File: config.mk
export PLATFORM = sky130hd
export DESIGN_NAME = clock_gen_multi
export DESIGN_NICKNAME = d
export VERILOG_FILES = /design/src/rtl/clock_gen_multi.sv
export SDC_FILE = /design/constraint.sdc
export NUM_CORES = 1
export LEC_CHECK = 0
export ABC_AREA = 1
export CAP_MARGIN = 30
export CORE_UTILIZATION = 30
export CTS_CLUSTER_SIZE = 28
export DETAILED_ROUTE_END_ITERATION = 8
export PLACE_DENSITY_LB_ADDON = 0.2
export SLEW_MARGIN = 20
export SYNTH_ARGS = -nofsm -noshare
export SYNTH_HDL_FRONTEND = slang
export SYNTH_SLANG_ARGS = --single-unit
File: constraint.sdc
create_clock -name clock_in -period 12.05 [get_ports clock_in]
set_clock_uncertainty 0.15 [all_clocks]
set_input_delay 3.615 -clock clock_in [delete_from_list [all_inputs] [get_ports clock_in]]
set_output_delay 3.615 -clock clock_in [all_outputs]
set_load 0.02 [all_outputs]
File: src/rtl/clock_gen_multi.sv
// Multi-channel programmable clock divider with glitch-free divisor updates at terminal count.
// Optional CLKGEN_SYNC_EN adds a sync_start input that phase-aligns all channels.
module clock_gen_multi #(
    parameter int CHANNELS    = 4,
    parameter int CNT_WIDTH   = 26,
    parameter int SEL_WIDTH   = 2,
    parameter int DEFAULT_DIV = 25000000
) (
    input  logic                 clock_in,
    input  logic                 reset,
`ifdef CLKGEN_SYNC_EN
    input  logic                 sync_start,
`endif
    input  logic [CHANNELS-1:0]  ch_enable,
    input  logic                 wr_en,
    input  logic [SEL_WIDTH-1:0] wr_chan,
    input  logic [CNT_WIDTH-1:0] wr_div,
    output logic                 wr_err,
    output logic [CHANNELS-1:0]  clock_out,
    output logic [CHANNELS-1:0]  tick
);

    localparam logic [CNT_WIDTH-1:0] DIV_RESET  = CNT_WIDTH'(DEFAULT_DIV);
    localparam logic [SEL_WIDTH:0]   CHAN_LIMIT = (SEL_WIDTH + 1)'(CHANNELS);

    logic sync_hit;
    logic wr_err_reg;

`ifdef CLKGEN_SYNC_EN
    assign sync_hit = sync_start;
`else
    assign sync_hit = 1'b0;
`endif

    always_ff @(posedge clock_in or posedge reset) begin
        if (reset) begin
            wr_err_reg <= 1'b0;
        end else begin
            wr_err_reg <= wr_en && ({1'b0, wr_chan} >= CHAN_LIMIT);
        end
    end

    assign wr_err = wr_err_reg;

    genvar gi;
    generate
        for (gi = 0; gi < CHANNELS; gi++) begin : g_chan
            logic [CNT_WIDTH-1:0] count_reg;
            logic [CNT_WIDTH-1:0] div_active_reg;
            logic [CNT_WIDTH-1:0] div_pending_reg;
            logic                 clock_reg;
            logic                 tick_reg;

            // Writes only touch the pending divisor; the active one swaps at terminal/idle.
            always_ff @(posedge clock_in or posedge reset) begin
                if (reset) begin
                    div_pending_reg <= DIV_RESET;
                end else if (wr_en && (wr_chan == SEL_WIDTH'(gi))) begin
                    div_pending_reg <= wr_div;
                end
            end

            // >= keeps a divisor lowered below the running count from wrapping the counter.
            always_ff @(posedge clock_in or posedge reset) begin
                if (reset) begin
                    count_reg      <= '0;
                    div_active_reg <= DIV_RESET;
                    clock_reg      <= 1'b0;
                    tick_reg       <= 1'b0;
                end else if (sync_hit || !ch_enable[gi]) begin
                    count_reg      <= '0;
                    div_active_reg <= div_pending_reg;
                    clock_reg      <= 1'b0;
                    tick_reg       <= 1'b0;
                end else if (count_reg >= div_active_reg) begin
                    count_reg      <= '0;
                    div_active_reg <= div_pending_reg;
                    clock_reg      <= ~clock_reg;
                    tick_reg       <= 1'b1;
                end else begin
                    count_reg      <= count_reg + 1'b1;
                    tick_reg       <= 1'b0;
                end
            end

            assign clock_out[gi] = clock_reg;
            assign tick[gi]      = tick_reg;
        end
    endgenerate

endmodule
# --- Word level (Yosys, flattened, before mapping) ---
# Index checks and enable logic that the tools add are counted.
word_totals:
  ff_bits: 320
  out_inout_bits: 9
op_classes:
  mux: 32
  magnitude_cmp: 4
  bitwise: 4
  addsub: 4
  n_reduce_logical: 5
  n_eq_ne: 7
ops:
  columns: ["op", "count"]
  rows:
  - ["$mux W26", 16]
  - ["$add A26 B1 Y26 const B", 4]
  - ["$ge A26 B26 Y1", 4]
  - ["$mux W1", 16]
  - ["$ne A2 B1 Y1 const B", 4]
  - ["$eq A2 B2 Y1 const B", 2]
  - ["$logic_and A1 B1 Y1", 4]
  - ["$not A1 Y1", 4]
  - ["$eq A2 B1 Y1 const B", 1]
  - ["$logic_not A2 Y1", 1]

# --- Logic depth before layout (Yosys ltp) ---
# Gate-level depths: netlist of the first run.
logic_depth:
  word_depth: 3
  ltp_mapped: 15
  mapped_depth_nobuf: 14

# --- Least setup slack after synthesis of the first run ---
# No wires, ideal clock.
synth_path:
  kind: "input to register"
  startpoint: "in ch_enable[1]"
  endpoint: "reg g_chan[1].div_active_reg[1]"
  setup_slack_ns: 7.491
  stages: 4
  required_time_ns: 11.833
  arrival_ns: 4.342
  path_cell_list: "clkbuf_1 -> buf_1 -> nand4_1 -> nand2_1"
synth_between:
  elab_chain_cells: 1
  word_cells_on_any_way: 2
synth_lines:
  columns: ["element", "line", "source"]
  rows:
  - ["from (decl)", "14", "input logic [CHANNELS-1:0] ch_enable,"]
  - ["$ne A2 B1 Y1 (no line) / $mux W26 (equally long branches)", null, null]
  - ["to (signal assigned)", "72", "div_active_reg <= div_pending_reg;"]
  - ["to (signal assigned)", "77", "div_active_reg <= div_pending_reg;"]
  - ["to (decl)", "49", "logic [CNT_WIDTH-1:0] div_active_reg;"]
# Several ways; a longest one is shown, not always the timed one.
# A chain may end at the register's enable or synchronous reset.

# --- Worst setup path after layout of the first run ---
layout_path:
  startpoint: "in ch_enable[3]"
  endpoint: "reg g_chan[3].div_active_reg[25]"
layout_between:
  elab_chain_cells: 1
  word_cells_on_any_way: 2
layout_lines:
  columns: ["element", "line"]
  rows:
  - ["$ne A2 B1 Y1 (no line) / $mux W26 (equally long branches)", null]
  - ["to (signal assigned)", "72"]
  - ["to (signal assigned)", "77"]
  - ["to (decl)", "49"]
# Several ways; a longest one is shown, not always the timed one.

==> impl_results.md, run 1 <==
- WP data arrival: 5860 ps
- Cell count after synthesis: 2068
- Crit Path Max Fanout: 28
- First-pass GRT wire length: 70500 um
- Post-CTS Hold Buffers: 0
- Die height: 241 um
- PostCTS Resize Cnt: 0
- Crit path largest cell delay: 790 ps
- Sw Ratio: 0.269
- Hold Vio Cnt, Final: 0
- Fin crit share: 0.463
- Top delay family on crit path: buffers and inverters
- Antenna violations before repair: 1
- Sum of negative setup slack: 0 ps
- Initial Utilization: 0.304
- Vias: 13000
- HPWL Detailed: 30400 um
- I/O pin cnt: 44
- Least-Margin Pin Slew: 1030 ps
- WP buf/inv: 3
- Clock power share: 0.418
- Most common cell in the synthesized netlist: nand2_1
- Number of max-cap violations: 0
- Vias in the first global route: 13100
- Row cnt: 87
- Slew Limit Fails: 0
- Worst vdd ir: 0.0856 mV
- Synth top area cells: dfrtp_1 33%, dfstp_2 15%, nand2_1 13%, ha_1 7.9%, inv_1 5.6%
- GR Layer Usage met3: 0.0239
- Iter 0 DRT Violations: 844
- CTS root buf: clkbuf_16
- Max Root-Sink Buffers: 3
- Global routing's busiest layer: met2
- Crit path max-delay cell type: clkdlybuf4s50_1
- CP Launch Type: input pin
- Synth Register Bits: 320
- Post-DRT Antenna Nets: 0
- DR vias/cell: 4.53
- Met1 usage in global routing: 0.208
- Fmax: 179 MHz
- Sequential cell area fraction in the yosys report: 0.473
- Pwr/cell area: 143 nW/um^2
- Nets@finish: 2232
- Gate power share: 0.119
- DRT Wirelength: 42800 um
- Outcome: complete, no violations
- Flop pwr share: 0.463
- Share of cells above drive strength 1: 0.108
- Synth cell count leaders: 590 x nand2_1, 257 x inv_1, 224 x dfrtp_1, 196 x nor2_1, 135 x nand4_1
- Primary FF master, synth: dfrtp_1
- Gr ovfl total: 0
- Crit end category: flip-flop
- CP required: 12340 ps
- Core box area: 56500 sq um
- Die W: 241 um
- Synthesized cell area: 17200 sq um
- # DRC: 0
- Most frequent CP cell: nand2_1
- Layout filler cell count: 5869
- Total GRT Usage: 0.154
- Net load switching power: 757 uW
- Die area: 58200 sq um
- Clock sinks: 320
- Layout overhead on the synthesized area: 14.4%
- Min Tclk post-route: 5570 ps
- Post-synth top area share: 0.326
- Int Power: 2060 uW
- DR pass1 iterations: 5
- Final setup viols: 0
- Routed length per instance: 14.9 um
- Leakage: 0.00946 uW
- Worst-path cell chain: clkdlybuf4s50_1, buf_8, nand4_2, buf_4, nand2_1, nand2_1
- Setup Buffers After CTS: 0
- CTS tree: built
- CTS H-tree lvls: 2
- Slew HR: 0.313
- Synth Area per Inst: 8.31 sq um
- Synth cell types: 40
- Clk pin slew, worst setup/hold paths: 60 ps
- Gpl congestion: 0.837
- YS warnings: 0
- Hold slack: 304 ps
- Cell taking the most area after synthesis: dfrtp_1
- RSZ-0062 raised after global routing: false
- EDFF count, synth: 0
- Largest net degree at the start of global routing: 186
- Clk_lat worst skew: 550 ps
- Async SR Flop Fraction: 1.00
- Total CTS buffers: 39
- IO buf count: 42
- Net count after synthesis: 2211
- M2 GR Usage: 0.250
- Setup Crit Path Kind: input pin to flip-flop
- Worst Hold Class: flip-flop to flip-flop
- R2R Setup Slk: 8710 ps
[path summary, 6_finish.rpt]
| path | start | end | cells past startpoint |
|---|---|---|---|
| max | ch_enable[3] | g_chan[3].div_active_reg[25]$_DFFE_PP0P_ | 6 |
| min | g_chan[1].div_pending_reg[12]$_DFFE_PP1P_ | g_chan[1].div_active_reg[12]$_DFFE_PP1P_ | 2 |
| max reg2reg | g_chan[3].div_active_reg[21]$_DFFE_PP1P_ | g_chan[3].div_active_reg[25]$_DFFE_PP0P_ | 11 |
| min reg2reg | g_chan[1].div_pending_reg[12]$_DFFE_PP1P_ | g_chan[1].div_active_reg[12]$_DFFE_PP1P_ | 2 |
| max in group asynchronous | reset | g_chan[1].div_active_reg[16]$_DFFE_PP1P_ | 5 |
| min in group asynchronous | reset | g_chan[0].count_reg[22]$_DFF_PP0_ | 2 |
[cells by family after synthesis]
| kind of cell | count (synthesis) | synth area share |
|---|---|---|
| AOI/OAI and AO/OA | 157 | 0.0476 |
| xor gates and xnor gates | 83 | 0.0423 |
| adders and majority gates | 108 | 0.0787 |
| buffers and inverters | 342 | 0.0849 |
| DFF | 320 | 0.473 |
| other | 1 | 0.000218 |
| and+or+nand+nor | 1057 | 0.273 |
[metal layers]
metal,share of wire,wire (um)
met1,0.48,20600
met3,0.033,1390
met4,0.027,1130
met2,0.46,19600
met5,0,0
[power by group through the flow]
stage               clock network (uW)  logic [uW]  registers (uW)
finish                            1180         336            1300
CTS                               1210         345            1310
floorplan                            0         250            1290
global route                      1260         398            1320
detailed placement                   0         343            1320
global placement                     0         330            1320
[placed cells by master (no fill, tap or decap), types with 2 or more instances in the layout]
cell type	count
nand3_2	6
buf_16	4
a21o_1	3
xnor2_1	31
o21ai_0	107
ha_1	108
nor2_8	2
nand2_1	590
inv_1	256
o21a_1	4
nand3b_1	2
nand4_2	2
buf_4	13
clkbuf_8	8
nor2_4	7
dfstp_2	96
nor3b_2	2
o211ai_1	2
nor2_1	196
nand4_1	135
nand3_1	56
buf_8	2
dfrtp_1	224
a21oi_1	36
clkbuf_16	42
clkinv_2	10
nand2_2	4
clkbuf_1	8
nor3_2	4
clkinvlp_4	3
o21ai_1	3
clkdlybuf4s50_1	42
nand2_4	3
nor3_1	32
buf_12	2
nor2_2	12
xor2_1	52
[per-stage QoR]
step | total power (uW) | std cells | area, sq um | utilization | setup slack, ps
CTS | 2870 | 2874 | 19600 | 0.347 | 6520
global placement | 1650 | 2796 | 18200 | 0.322 | 5560
finish | 2820 | 2876 | 19600 | 0.348 | 6480
detailed placement | 1670 | 2803 | 18300 | 0.324 | 5940
global route | 2980 | 2875 | 19600 | 0.348 | 6380
floorplan | 1550 | 2068 | 17200 | - | 4100
[cell type report]
cell class	count	area, sq um	share of cell area
antenna	1	2.50	0.000127
clock buffer	58	1190	0.0606
clock inverter	13	95.1	0.00484
inverter	258	972	0.0495
multi-input combinational	1406	7600	0.387
sequential	320	8130	0.414
tap	756	946	0.0482
timing repair buffer	64	709	0.0361
[worst register-to-register path: cells and delay by family, from the launching register on]
family | cells | cell delay [ps]
adder cells (fa/ha/maj) | 1 | 280
AND/OR/NAND/NOR | 7 | 1480
buffers and inverters | 3 | 780
flip-flops | 1 | 530
(Power assumes the default switching activity.)
==> run 2: changes to the inputs <==
==> constraint.sdc (replaced) <==
create_clock -name clock_in -period 5.4 [get_ports clock_in]
set_clock_uncertainty 0.15 [all_clocks]
set_input_delay 1.62 -clock clock_in [delete_from_list [all_inputs] [get_ports clock_in]]
set_output_delay 1.62 -clock clock_in [all_outputs]
set_load 0.02 [all_outputs]
==> run 2 against run 1 <==
  * Final cell count barely moved
  * Largest cell class unchanged
  * First-iteration DRC count fell by 12%
  * Routed wire length rose by 2.0%
  * Sequential cell count did not move
  * Critical endpoint is now g_chan[3].count_reg[14]$_DFF_PP0_
==> impl_results.md, run 2 (synthesis results as in run 1) <==
- Outcome: complete, no violations
- PnR worst setup slack: 2020 ps
- WHS Path Cells: 2
- Fmax: 296 MHz
- Post-DRT Antenna Nets: 0
- R2R depth: 11
- IO buf count: 42
- I/O pin cnt: 44
- WP buf/inv: 3
- Gr ovfl total: 0
- Row cnt: 87
- Clock sinks: 320
- Die W: 241 um
- Crit Path Max Fanout: 31
- Final cell count without fillers: 2877
- Placed Instance Area: 18300 sq um
- HPWL Detailed: 31100 um
- Max Root-Sink Buffers: 3
- First-pass GRT wire length: 70800 um
- Hold endpoint: g_chan[0].div_active_reg[22]$_DFFE_PP1P_
- Antenna cells: 0
- Most common cell after layout, fill and taps aside: nand2_1
- Crit path largest cell delay: 650 ps
- RR Endpoint: g_chan[0].div_active_reg[1]$_DFFE_PP0P_
- Gpl congestion: 0.833
- Min Tclk post-route: 3380 ps
- Hold slack: 305 ps
- CP required: 5730 ps
- Share of cells above drive strength 1: 0.108
- Worst-path cell chain: clkdlybuf4s50_1, buf_4, nand4_2, buf_4, nor2_1
- Number of max-cap violations: 0
- Total GRT Usage: 0.155
- Dpl ws: 1430 ps
- Final core utilization: 0.347
- # DRC: 0
- Least-Margin Pin Slew: 833 ps
- Nets@finish: 2234
- Routed length per instance: 15.2 um
- Total CTS buffers: 38
- Most frequent CP cell: buf_4
- CTS root buf: clkbuf_16
- Layout overhead on the synthesized area: 14.0%
- Die area: 58200 sq um
- Largest net degree at the start of global routing: 70
- Final setup viols: 0
- Placed insts: 2804
- Worst vdd ir: 0.166 mV
- WP data arrival: 3700 ps
- Vias: 13200
- Most frequent cells in the layout: 590 x nand2_1, 256 x inv_1, 224 x dfrtp_1
- Clk pin slew, worst setup/hold paths: 60 ps
- CTS H-tree lvls: 2
- Pwr/cell area: 316 nW/um^2
- Leakage: 0.00942 uW
- Fin crit share: 0.625
- Iter 0 DRT Violations: 746
- Crit end category: flip-flop
- Setup Buffers After CTS: 0
- Hold_sp: g_chan[0].div_pending_reg[22]$_DFFE_PP1P_
- Worst Hold Class: flip-flop to flip-flop
- Sequential Area: 8130 sq um
- Crit path max-delay cell type: nand4_2
- Clk_lat worst skew: 570 ps
- Core box area: 56500 sq um
- CTS tree: built
- Design area: 19600 sq um
- DR pass1 iterations: 5
- DR vias/cell: 4.58
- DRT Wirelength: 43600 um
- Setup Crit Path Kind: input pin to flip-flop
- Hold Vio Cnt, Final: 0
- Top delay family on crit path: buffers and inverters
- Slew Limit Fails: 0
- Vias in the first global route: 13000
- R2R Setup Slk: 2370 ps
- Post-CTS Hold Buffers: 0
- Initial Utilization: 0.304
- R2r startpoint: g_chan[0].div_active_reg[21]$_DFFE_PP1P_
- Area of the multi-input gates: 7600 sq um
- Antenna violations before repair: 4
- Layout filler cell count: 5831
- Die height: 241 um
- RSZ-0062 raised after global routing: false
- CP Launch Type: input pin
- PostCTS Resize Cnt: 0
- Slew HR: 0.444
run 2: worst min-delay path: stages (launching register included):
cell and delay [ps]:
dfstp_2 370, nand2_1 50, nand2_1 40
run 2: power breakdown:
| group | switching [uW] | internal (uW) | total, uW |
|---|---|---|---|
| Sequential | 161 | 2750 | 2910 |
| Combinational | 475 | 279 | 753 |
| Clock | 1070 | 1460 | 2530 |
run 2: cell type report:
| type | count | area share |
|---|---|---|
| multi-input cells | 1406 | 0.388 |
| well taps | 756 | 0.0483 |
| inverters | 258 | 0.0497 |
| clock inverters | 17 | 0.00767 |
| flip-flops and latches | 320 | 0.415 |
| clock buffers | 53 | 0.0551 |
| repair buffers | 67 | 0.0360 |
run 2: stage by stage:
| stage | TNS [ps] | power [uW] |
|---|---|---|
| after floorplan | -125090 | 3450 |
| after global placement | 0 | 3690 |
| after detailed placement | 0 | 3710 |
| after CTS | 0 | 6290 |
| after global routing | 0 | 6540 |
| final | 0 | 6190 |
run 2: worst max-delay path by stage:
stage / cells past startpoint / endpoint / start
floorplan: 1 / g_chan[0].clock_reg$_DFFE_PP0P_ / reset
global placement: 5 / g_chan[3].count_reg[20]$_DFF_PP0_ / ch_enable[3]
detailed placement: 5 / g_chan[3].count_reg[22]$_DFF_PP0_ / ch_enable[3]
CTS: 9 / g_chan[3].count_reg[14]$_DFF_PP0_ / g_chan[3].div_active_reg[21]$_DFFE_PP1P_
global route: 5 / g_chan[3].count_reg[16]$_DFF_PP0_ / ch_enable[3]
finish: 5 / g_chan[3].count_reg[14]$_DFF_PP0_ / ch_enable[3]
run 2: metal layers:
layer	GRT usage	wire length [um]
met1	0.210	20800
met2	0.255	20200
met3	0.0260	1600
met4	0.0432	1010
met5	0	0
==> run 3: changes to the inputs <==
==> constraint.sdc (replaced) <==
create_clock -name clock_in -period 3 [get_ports clock_in]
set_clock_uncertainty 0.15 [all_clocks]
set_input_delay 0.9 -clock clock_in [delete_from_list [all_inputs] [get_ports clock_in]]
set_output_delay 0.9 -clock clock_in [all_outputs]
set_load 0.02 [all_outputs]
==> run 3 against run 2 <==
  * Core utilization grew 0.43 points
  * Die area stayed put
  * Critical path depth is 10 higher
  * Final cell count up 0.28%
  * Non-clock buffer count is 6 higher
  * Total power grew 89%
  * Cell area grew 1.2%
  * Routed wire length decreased by 0.48%
  * First-iteration DRC count rose by 5.8%
  * Via count about the same
  * Largest cell class unchanged
  * Largest power group unchanged
==> impl_results.md, run 3 (synthesis results as in run 1) <==
- Vias: 13200
- Nets@finish: 2241
- I/O pin cnt: 44
- DR vias/cell: 4.57
- Max Root-Sink Buffers: 3
- Gr ovfl total: 0
- Die W: 241 um
- CP required: 3290 ps
- Pwr/cell area: 589 nW/um^2
- Clk pin slew, worst setup/hold paths: 60 ps
- Crit Path Max Fanout: 19
- WP data arrival: 2890 ps
- Total GRT Usage: 0.157
- Most frequent cells in the layout: 590 x nand2_1, 256 x inv_1, 224 x dfrtp_1
- Routed length per instance: 15.1 um
- Leakage: 0.00955 uW
- Fin crit share: 0.867
- Outcome: complete, no violations
- Vias in the first global route: 13200
- Clock sinks: 320
- Total CTS buffers: 39
- Initial Utilization: 0.304
- CTS root buf: clkbuf_16
- CP Launch Type: flip-flop
- Min Tclk post-route: 2600 ps
- Final setup viols: 0
- Post-DRT Antenna Nets: 0
- Iter 0 DRT Violations: 789
- RSZ-0062 raised after global routing: false
- Setup Crit Path Kind: flip-flop to flip-flop
- HPWL Detailed: 31000 um
- Hold Vio Cnt, Final: 0
- Post-CTS Hold Buffers: 0
- Placed Instance Area: 18400 sq um
- CTS tree: built
- DRT Wirelength: 43400 um
- Crit end category: flip-flop
- Worst Hold Class: flip-flop to flip-flop
- Dpl ws: 307 ps
- Worst vdd ir: 0.331 mV
- First-pass GRT wire length: 72000 um
- Layout overhead on the synthesized area: 15.4%
- Die height: 241 um
- Fmax: 384 MHz
- Number of max-cap violations: 0
- Core box area: 56500 sq um
- PostCTS Resize Cnt: 0
- Hold slack: 308 ps
- IO buf count: 42
- Setup Buffers After CTS: 0
- Slew Limit Fails: 0
- Largest net degree at the start of global routing: 65
- Clk_lat worst skew: 560 ps
- Design area: 19800 sq um
- # DRC: 0
- Least-Margin Pin Slew: 656 ps
- DR pass1 iterations: 5
- CTS H-tree lvls: 2
- Antenna violations before repair: 2
- Slew HR: 0.562
- Final core utilization: 0.351
- Most common cell after layout, fill and taps aside: nand2_1
- Gpl congestion: 0.823
- Share of cells above drive strength 1: 0.111
- Row cnt: 87
- Die area: 58200 sq um
- PnR worst setup slack: 399 ps
[run 3: changes by cell type in the layout (fill, tap and decap cells not counted), moves of 2 or more]
cell        change
buf_12          +7
bufinv_16       +5
clkinvlp_4      -3
buf_4           +2
buf_8           -2
clkbuf_16       +2
clkinv_8        -2
[run 3: power breakdown]
group	internal [uW]	leakage, uW	switching (uW)
clock	3140	0.000673	1920
combinational	518	0.00491	857
sequential	4940	0.00397	290
total	8600	0.00955	3070
[run 3: worst max-delay path, cell delays in order, from the launching register on]
cell,delay [ps]
dfstp_2,530
inv_1,40
ha_1,280
nand2_1,70
inv_1,50
nand2_1,60
nand2_1,40
nand2_1,50
nand2_1,50
inv_1,60
nand2_2,90
inv_1,70
nand4_2,450
buf_12,370
nand2_1,60
nand2_1,50
[run 3: routing by layer]
layer / track usage / part of all wire / wire length, um / vias up
met5: 0 / 0 / 0 / -
met4: 0.0495 / 0.024 / 1030 / 0
li1: - / - / - / 6665
met3: 0.0235 / 0.033 / 1450 / 65
met2: 0.254 / 0.46 / 20000 / 169
met1: 0.215 / 0.48 / 21000 / 6299
[run 3: per-stage QoR]
stage | cells | TNS, ps | power, uW
5_1_grt | 2884 | 0 | 12300
3_5_place_dp | 2813 | 0 | 6700
6_report | 2885 | 0 | 11700
3_3_place_gp | 2813 | 0 | 6660
4_1_cts | 2884 | 0 | 11900
2_1_floorplan | 2068 | -607860 | 6210
[run 3: worst paths after layout]
kind | from | end | slack (ps) | cells after the start
setup / recovery | g_chan[2].div_active_reg[21]$_DFFE_PP1P_ | g_chan[2].div_active_reg[23]$_DFFE_PP0P_ | 400 | 15
setup reg to reg | g_chan[2].div_active_reg[21]$_DFFE_PP1P_ | g_chan[2].div_active_reg[23]$_DFFE_PP0P_ | 400 | 15
hold / removal | g_chan[0].div_pending_reg[22]$_DFFE_PP1P_ | g_chan[0].div_active_reg[22]$_DFFE_PP1P_ | 310 | 2
hold reg to reg | g_chan[0].div_pending_reg[22]$_DFFE_PP1P_ | g_chan[0].div_active_reg[22]$_DFFE_PP1P_ | 310 | 2
min in group asynchronous | reset | g_chan[3].div_active_reg[3]$_DFFE_PP0P_ | 600 | 2
max in group asynchronous | reset | g_chan[3].div_pending_reg[24]$_DFFE_PP1P_ | 1330 | 3
[run 3: final cells by class]
cell class | instances | area [sq um]
Fill cell | 5816 | 36700
Sequential cell | 320 | 8130
Multi-Input combinational cell | 1406 | 7600
Clock buffer | 55 | 1130
Inverter | 258 | 972
Tap cell | 756 | 946
Timing Repair Buffer | 73 | 803
Clock inverter | 16 | 240
Antenna cell | 1 | 2.50
